<file path="config.mk">
export PLATFORM = sky130hd
export DESIGN_NAME = seq_alu
export DESIGN_NICKNAME = d
export VERILOG_FILES = /design/src/rtl/alu_pkg.sv /design/src/rtl/seq_alu_muldiv.sv /design/src/rtl/seq_alu.sv
export SDC_FILE = /design/constraint.sdc
export NUM_CORES = 1
export LEC_CHECK = 0
export ABC_AREA = 1
export ABC_CLOCK_PERIOD_IN_PS = 3600
export CORE_MARGIN = 5
export CORE_UTILIZATION = 35
export CTS_BUF_LIST = sky130_fd_sc_hd__clkbuf_2 sky130_fd_sc_hd__clkbuf_4 sky130_fd_sc_hd__clkbuf_8
export DETAILED_ROUTE_END_ITERATION = 7
export GPL_TIMING_DRIVEN = 1
export PLACE_DENSITY_LB_ADDON = 0.25
export SYNTH_ARGS = -nofsm -noshare
export SYNTH_HDL_FRONTEND = slang
export SYNTH_SLANG_ARGS = --single-unit
</file>
<file path="constraint.sdc">
create_clock -name clk -period 3.6 [get_ports clk]
set_input_delay 0.72 -clock clk [delete_from_list [all_inputs] [get_ports clk]]
set_output_delay 0.72 -clock clk [all_outputs]
set_load 0.01 [all_outputs]
</file>
<file path="src/rtl/alu_pkg.sv">
// Shared opcodes, FSM state type and opcode-class helpers for seq_alu.
package alu_pkg;

    localparam logic [3:0] OP_ADD   = 4'b0000;
    localparam logic [3:0] OP_SUB   = 4'b0001;
    localparam logic [3:0] OP_AND   = 4'b0010;
    localparam logic [3:0] OP_OR    = 4'b0011;
    localparam logic [3:0] OP_XOR   = 4'b0100;
    localparam logic [3:0] OP_SLL   = 4'b0101;
    localparam logic [3:0] OP_SRL   = 4'b0110;
    localparam logic [3:0] OP_SRA   = 4'b0111;
    localparam logic [3:0] OP_SLT   = 4'b1000;
    localparam logic [3:0] OP_SLTU  = 4'b1001;
    localparam logic [3:0] OP_MUL   = 4'b1010;
    localparam logic [3:0] OP_MULHU = 4'b1011;
    localparam logic [3:0] OP_DIVU  = 4'b1100;
    localparam logic [3:0] OP_REMU  = 4'b1101;

    typedef enum logic [1:0] {
        IDLE = 2'd0,
        MUL  = 2'd1,
        DIV  = 2'd2,
        DONE = 2'd3
    } state_t;

    // Ops executed by the multi-cycle engine (when not short-circuited).
    function automatic logic is_iterative(input logic [3:0] op);
        return (op == OP_MUL) || (op == OP_MULHU) || (op == OP_DIVU) || (op == OP_REMU);
    endfunction

    function automatic logic is_div(input logic [3:0] op);
        return (op == OP_DIVU) || (op == OP_REMU);
    endfunction

endpackage

</file>
<file path="src/rtl/seq_alu_muldiv.sv">
// Iterative unsigned multiply (shift-add) / divide (restoring) engine.
// One bit per cycle; done pulses combinationally on the last iteration and
// result is taken from that final step, so the caller can register it.
// Shared {hi,lo} register: multiply keeps partial product in hi and the
// multiplier in lo; divide keeps remainder in hi and dividend/quotient in lo.
module seq_alu_muldiv
    import alu_pkg::*;
#(
    parameter int WIDTH = 32
) (
    input  logic             clk,
    input  logic             rst_n,
    input  logic             start,
    input  logic [3:0]       op,
    input  logic [WIDTH-1:0] a,
    input  logic [WIDTH-1:0] b,
    output logic             done,
    output logic [WIDTH-1:0] result
);

    localparam int SHW = $clog2(WIDTH);

    logic             running;
    logic             div_mode;
    logic             sel_hi;
    logic [SHW-1:0]   cnt;
    logic [WIDTH-1:0] hi;
    logic [WIDTH-1:0] lo;
    logic [WIDTH-1:0] m;

    logic [WIDTH:0]   mul_sum;
    logic [WIDTH:0]   shifted;
    logic             ge;
    logic [WIDTH-1:0] diff;
    logic [WIDTH-1:0] step_hi;
    logic [WIDTH-1:0] step_lo;

    // One iteration of the selected algorithm, from the current registers.
    always_comb begin
        mul_sum = {1'b0, hi} + (lo[0] ? {1'b0, m} : '0);
        shifted = {hi, lo[WIDTH-1]};
        ge      = shifted >= {1'b0, m};
        diff    = shifted[WIDTH-1:0] - m;
        if (div_mode) begin
            step_hi = ge ? diff : shifted[WIDTH-1:0];
            step_lo = {lo[WIDTH-2:0], ge};
        end else begin
            step_hi = mul_sum[WIDTH:1];
            step_lo = {mul_sum[0], lo[WIDTH-1:1]};
        end
        done   = running && (cnt == SHW'(WIDTH - 1));
        result = sel_hi ? step_hi : step_lo;
    end

    // Operand latch on start, then one step per cycle until the last bit.
    always_ff @(posedge clk or negedge rst_n) begin
        if (!rst_n) begin
            running  <= 1'b0;
            div_mode <= 1'b0;
            sel_hi   <= 1'b0;
            cnt      <= '0;
            hi       <= '0;
            lo       <= '0;
            m        <= '0;
        end else if (start) begin
            running  <= 1'b1;
            div_mode <= is_div(op);
            sel_hi   <= (op == OP_MULHU) || (op == OP_REMU);
            cnt      <= '0;
            hi       <= '0;
            lo       <= is_div(op) ? a : b;
            m        <= is_div(op) ? b : a;
        end else if (running) begin
            hi <= step_hi;
            lo <= step_lo;
            if (done) begin
                running <= 1'b0;
                cnt     <= '0;
            end else begin
                cnt <= cnt + 1'b1;
            end
        end
    end

endmodule

</file>
<file path="src/rtl/seq_alu.sv">
// Handshaked ALU: single-cycle ops, iterative mul/div, registered result/flags.
// Handshake: an op is accepted on a rising edge where InValid && InReady
// (InReady only in IDLE); a result is consumed on a rising edge where
// OutValid && OutReady, and ALUResult/ZF/SF hold steady until then.
module seq_alu
    import alu_pkg::*;
#(
    parameter int WIDTH = 32
) (
    input  logic             clk,
    input  logic             rst_n,
    input  logic             InValid,
    output logic             InReady,
    input  logic [WIDTH-1:0] SrcA,
    input  logic [WIDTH-1:0] SrcB,
    input  logic [3:0]       ALUControl,
    output logic             OutValid,
    input  logic             OutReady,
    output logic [WIDTH-1:0] ALUResult,
    output logic             ZF,
    output logic             SF,
    output logic             Busy
);

    localparam int SHW = $clog2(WIDTH);

    state_t           state;
    state_t           state_next;
    logic             md_start;
    logic             md_done;
    logic [WIDTH-1:0] md_result;
    logic             load;
    logic [WIDTH-1:0] res_d;
    logic [WIDTH-1:0] single_res;
    logic [SHW-1:0]   shamt;

    seq_alu_muldiv #(.WIDTH(WIDTH)) u_muldiv (
        .clk    (clk),
        .rst_n  (rst_n),
        .start  (md_start),
        .op     (ALUControl),
        .a      (SrcA),
        .b      (SrcB),
        .done   (md_done),
        .result (md_result)
    );

    // Single-cycle op results (illegal and iterative codes give 0 here).
    always_comb begin
        shamt      = SrcB[SHW-1:0];
        single_res = '0;
        case (ALUControl)
            OP_ADD:  single_res = SrcA + SrcB;
            OP_SUB:  single_res = SrcA - SrcB;
            OP_AND:  single_res = SrcA & SrcB;
            OP_OR:   single_res = SrcA | SrcB;
            OP_XOR:  single_res = SrcA ^ SrcB;
            OP_SLL:  single_res = SrcA << shamt;
            OP_SRL:  single_res = SrcA >> shamt;
            OP_SRA:  single_res = $signed(SrcA) >>> shamt;
            OP_SLT:  single_res = {{(WIDTH-1){1'b0}}, $signed(SrcA) < $signed(SrcB)};
            OP_SLTU: single_res = {{(WIDTH-1){1'b0}}, SrcA < SrcB};
            default: single_res = '0;
        endcase
    end

    // Next-state, engine start and result-load decisions.
    always_comb begin
        state_next = state;
        md_start   = 1'b0;
        load       = 1'b0;
        res_d      = '0;
        case (state)
            IDLE: begin
                if (InValid) begin
                    if (is_iterative(ALUControl)) begin
                        if (is_div(ALUControl) && (SrcB == '0)) begin
                            res_d      = (ALUControl == OP_DIVU) ? '1 : SrcA;
                            load       = 1'b1;
                            state_next = DONE;
                        end else begin
                            md_start   = 1'b1;
                            state_next = is_div(ALUControl) ? DIV : MUL;
                        end
                    end else begin
                        res_d      = single_res;
                        load       = 1'b1;
                        state_next = DONE;
                    end
                end
            end
            MUL, DIV: begin
                if (md_done) begin
                    res_d      = md_result;
                    load       = 1'b1;
                    state_next = DONE;
                end
            end
            DONE: begin
                if (OutReady) begin
                    state_next = IDLE;
                end
            end
            default: state_next = IDLE;
        endcase
    end

    // State register plus result and flags, always loaded together.
    always_ff @(posedge clk or negedge rst_n) begin
        if (!rst_n) begin
            state     <= IDLE;
            ALUResult <= '0;
            ZF        <= 1'b0;
            SF        <= 1'b0;
        end else begin
            state <= state_next;
            if (load) begin
                ALUResult <= res_d;
                ZF        <= (res_d == '0);
                SF        <= res_d[WIDTH-1];
            end
        end
    end

    assign InReady  = (state == IDLE);
    assign OutValid = (state == DONE);
    assign Busy     = (state == MUL) || (state == DIV);

endmodule

</file>
After elaboration in Yosys (flattened, before gate mapping)
Index checks and enable logic that the tools add are counted.
{"block": "word_totals", "reg_bits": 140, "latchBits": 0, "mem_bits_rw": 0, "mem_bits_ro": 0, "inputBits": 72, "output_inout_bits": 37, "wordCells": 100, "mem_count": 0}
{"block": "op_classes", "addsub": 5, "multipliers": 0, "n_div": 0, "n_lt_le_gt_ge": 3, "eq_ne": 20, "shift": 3, "n_mux": 40, "n_bitwise": 3, "n_reduce_logical": 15}
{"operator": "32-bit two-way mux", "count": 16}
{"operator": "32-bit case mux with 10 select lines", "count": 1}
{"operator": "32-bit zero test", "count": 2}
{"operator": "32-bit less-than comparator", "count": 2}
{"operator": "32-bit case mux with 2 select lines", "count": 1}
{"operator": "32-bit subtractor", "count": 2}
{"operator": "32-bit by 33-bit adder with 33-bit output", "count": 1}
{"operator": "33-bit by 32-bit >= comparator with 1-bit output", "count": 1}
{"operator": "32-bit adder", "count": 1}
{"operator": "32-bit bitwise AND", "count": 1}
{"operator": "32-bit OR", "count": 1}
{"operator": "32-bit by 5-bit left shift with 32-bit output", "count": 1}
{"operator": "32-bit by 5-bit right shift with 32-bit output", "count": 1}
{"operator": "32-bit by 5-bit >>> shifter with 32-bit output", "count": 1}
{"operator": "32-bit XOR", "count": 1}
{"operator": "4-bit == test (second input constant)", "count": 6}
{"operator": "4-bit by 3-bit == test with 1-bit output (second input constant)", "count": 4}
{"operator": "5-bit two-way mux", "count": 3}
{"operator": "2-bit two-way mux", "count": 6}
{"operator": "1-bit two-way mux", "count": 11}
{"operator": "4-bit by 2-bit == test with 1-bit output (second input constant)", "count": 2}
{"operator": "1-bit logical OR", "count": 6}
{"operator": "2-bit case mux with 3 select lines", "count": 1}
{"operator": "5-bit by 1-bit adder with 5-bit output (second input constant)", "count": 1}
{"operator": "other kinds (13)", "count": 16}

Longest topological paths before layout
{"block": "logic_depth", "ltp_word": 8, "depth_mapped": 28, "mapped_depth_nobuf": 26}

By module
From an unflattened synthesis, not the netlist that was laid out.
{"block": "hier_totals", "cells_unflattened": 4394, "hier_area_um2": 23770.3}
{"module": "seq_alu", "instances": 1, "cells_per_inst": 2539, "area_per_inst_um2": 12670.9, "seq_area_each_um2": 875.8}
{"module": "seq_alu_muldiv", "instances": 1, "cells_per_inst": 1855, "area_per_inst_um2": 11099.4, "seq_area_each_um2": 2602.5}

Worst setup path before layout
Ideal clock, no wire load.
{"block": "synth_timing", "path_kind": "input to register", "from": "input port SrcB[4]", "to": "register ZF", "setup_ns": 0.066, "arrival_time_ns": 3.333, "required_time_ns": 3.534, "slack_ns": 0.201, "path_stages": 23, "n_path_buf": 3, "path_cell_list": "clkinv_1 clkbuf_1 clkbuf_1 ha_1 buf_2 nor2_1 nand2_1 nand3b_1 nand2_1 nand3_1 nand2_1 nand4_1 nand2_1 nand2_1 nand3_1 nand4_1 nand2_1 nand2_1 nor2_1 nand2_1 nor2_1 nand3_1 nand2_1"}
{"block": "synth_between", "elab_chain_cells": 7, "elab_cells_between_ends": 22, "classes_between": "add/sub: 2; order compare: 2; shift: 3; mux: 9; bitwise: 3; reduce/logical: 3"}
{"item": "start, declared", "line": "seq_alu.sv:15", "rtl": "input logic [WIDTH-1:0] SrcB,"}
{"item": "branches (longest 7 deep; another with 32-bit subtractor)"}
{"item": "end signal, assigned", "line": "seq_alu.sv:119", "rtl": "ZF <= (res_d == '0);"}
{"item": "end, declared", "line": "seq_alu.sv:20", "rtl": "output logic ZF,"}
Parallel ways; which one is timed is not known.
A chain may end at the register's enable or synchronous reset.

Worst setup path after layout
{"block": "layout_timing", "from": "input port SrcB[25]", "to": "register ZF"}
The elaborated chain is that of the path after synthesis.

==> out/qor.yml <==
rows: 93
core_mm2: 0.06458
max_cap_violations: 0
crit_fanout: 7
gp_congestion: 1.119
wl_per_cell_um: 23.00
nets: 5196
drtIter0Drc: 3792
start_kind: "primary input"
num_antenna_cells: 0
cp.required_ns: 4.03
clock_tree.root_cell: "clkbuf_8"
worst_pin_slew_ns: 0.9040
hp-class: "primary input to async pin"
final_area_mm2: 0.03211
setup_viol: 0
drc: 0
yosysWarnings: 0
netlist_area_mm2: 0.02286
critical_path.most_common_cell: "nand2_1"
clk_latency_ns: 0.50
synthArstFlopShare_pct: 100.0
dp_cells: 5783
io_pins: 109
syn2layout_area_growth_pct: 40.44
final_cells: 5819
leakage_nw: 17.18
dieArea_mm2: 0.07053
fin_ws_ns: 0.04222
finalCritPeriodShare_pct: 98.83
dp_hpwl_mm: 113.4
maxSlewHeadroom_pct: 39.51
synth_nets: 4378
drt-total-wl_mm: 133.8
placed_area_mm2: 0.03102
synthFlopType: "dfrtp_1"
ys_ff_latch: 139
synth_top_cell_area_share_pct: 21.89
netlist_instances: 4133
grt_pass1_wl_mm: 192.7
outcome: "complete, no violations"
ant_nets: 0
critical_path.max_stage_delay_ns: 0.53
path_delay_family: "simple AND/OR/NAND/NOR gates"
syn_avg_cell_area_um2: 5.531
hold_buffers: 0
htreeDepth: 4
chipWidth_um: 265.6
vias: 32120
fin_skew_ns: 0.01565
worst_path_max_delay_cell: "clkdlybuf4s50_1"
grt_usage_pct: 36.25
hold_viol_final: 0
p_per_area_mw_per_mm2: 679.4
antenna_found_initial: 5
worstPathCellList: "clkdlybuf4s50_1 > inv_1 > ha_2 > buf_4 > nand2_1 > buf_4 > nor4_1 > buf_4 > nand3_1 > nand2_1 > nand2_1 > nand3_1 > nand4_1 > nand2_2 > nand2_1 > nor2_2 > nand4_1 > nor2_1 > nand3_1 > nand2_1"
clockBufferDepth: 2
totalPowerFinal_mw: 21.81
path_class: "primary input to flip-flop"
synth_area_leader_cell: "nand2_1"
cts_inserted_buffers: 17
layout_common_cells: "1291 x nand2_1, 838 x buf_4, 551 x inv_1, 486 x nand3_1, 292 x nor2_1"
path_buf_inv: 5
critPathArrivalTime_ns: 3.99
drive_gt1_share_pct: 22.58
finalCriticalPeriod_ns: 3.558
yosysSeqAreaShare_pct: 15.22
start_util_pct: 35.40
clk_pin_slew_ns: 0.09
peakVddDrop_v: 0.0003715
overflow: 0
slew_violations: 0
layout_commonest_cell: "nand2_1"
port_buffers: 108
cp-end-kind: "flip-flop"
drtPass1Iterations: 6
cts_tree: "yes"
finalSetupTns_ns: 0
ys_types: 52
viasPerCell: 5.519
fmax_mhz: 281.1
clock_sink_count: 139
yosys-top-cells-area: "nand2_1 22%, dfrtp_1 15%, nand3_1 11%"
nFillCells: 7007
grt_max_degree: 116
pre_cts_slack_ns: -0.9847
grt_pass1_vias: 30630
synth_edf_count: 0
reg2reg_slack_ns: 0.21
die_height_um: 265.6
cell type report:
cell class	instances	area (um^2)	area share [%]
clock buffers	21	282.8	0.8807
clock inverters	11	85.08	0.2650
inverters	581	2187	6.812
multi-input cells	3236	17050	53.12
flip-flops and latches	139	3483	10.85
well taps	855	1070	3.332
repair buffers	976	7944	24.74
flip-flops by register name, indices dropped and copies added, names as in the netlist:
register and flops:
u_muldiv.sel_hi 1, u_muldiv.div_mode 1, ALUResult 32, u_muldiv.running 1, u_muldiv.m 32, state 2
u_muldiv.lo 32, u_muldiv.hi 32, ZF 1, u_muldiv.cnt 5
power breakdown:
group	total (mW)	internal, mW	switching, mW
registers	3.14	2.41	0.739
clock network	1.24	0.543	0.701
logic	17.4	6.67	10.8
total	21.8	9.62	12.2
cells in the mapped netlist (7+ instances only):
cell         n
nor4_1       7
o21bai_1    18
nand2_1   1333
a211oi_1     9
inv_1      560
and2_1      15
o22ai_1     30
nand4_1     96
o21ai_1     17
a21oi_1    204
nor2_2      10
buf_1       22
nand3_2      8
inv_2       15
nand3_1    498
buf_2       62
buf_4       15
nor3_1      40
o21ai_0    234
dfrtp_1    139
a31oi_1     24
nand3b_1    15
nand2_2     11
o221ai_1    36
nor2_1     321
ha_1       169
o21a_1       9
clkbuf_1    74
o211ai_1    79
kinds of logic (layout without fill, tap and decap cells):
family,after synthesis,in the layout,synth area share (%)
adder cells (fa/ha/maj),173,173,9.600
AO/OA/AOI/OAI,689,689,17.63
buffers and inverters,758,1589,13.19
AND/OR/NAND/NOR,2364,2364,43.98
XOR/XNOR,10,10,0.3831
flip-flops,139,139,15.22
per-layer routing:
| layer | routed length (um) | global-route usage (%) | vias up |
|---|---|---|---|
| li1 | - | - | 15230 |
| met1 | 50800 | 43.43 | 14830 |
| met2 | 61130 | 60.84 | 1619 |
| met3 | 10310 | 4.967 | 438 |
| met4 | 11580 | 23.82 | 2 |
| met5 | 15 | 0 | - |
worst register-to-register path, cell delays in order (launching register included):
cell and delay, ns:
dfrtp_1 0.40, inv_1 0.08, ha_1 0.37, nand2_1 0.24, nor2_1 0.08, nand3_1 0.09
nor2_1 0.05, nand3_1 0.11, nand2_2 0.09, inv_4 0.13, buf_4 0.31, nand4_1 0.16
nand3_1 0.20, nand2_1 0.10, nand2_1 0.15, nand2_1 0.07, nor2_1 0.08, nand2_1 0.07
nor2_2 0.16, nand2_1 0.11, nor2_2 0.14, nand3_1 0.08, nand2_1 0.06
final timing paths:
check / endpoint / from / cells after the start
max in group asynchronous: u_muldiv.div_mode / rst_n / 2
worst max-delay path: ZF / SrcB[25] / 20
min in group clk: ALUResult[18] / ALUResult[18] / 2
worst min-delay path: u_muldiv.m[10] / rst_n / 1
worst min register to register: ALUResult[18] / ALUResult[18] / 2
worst max register to register: ZF / u_muldiv.m[3] / 22
metrics by stage:
| step | util [%] | hold slack [ns] |
|---|---|---|
| after CTS | 48.81 | 0.2498 |
| after global routing | 49.71 | 0.2882 |
| after floorplan | - | 0.4244 |
| final | 49.71 | 0.2383 |
| after global placement | 48.04 | 0.4763 |
| after detailed placement | 48.04 | 0.4772 |
repair_timing:
item                                    4_1_cts  5_1_grt
gates resized for setup                      33      167
endpoints found under the setup margin        4       12
hold endpoints to repair                      0        0
buffers inserted                              3        1
pin swaps                                     4       17
Note: power is estimated with default switching activity, not from simulation.
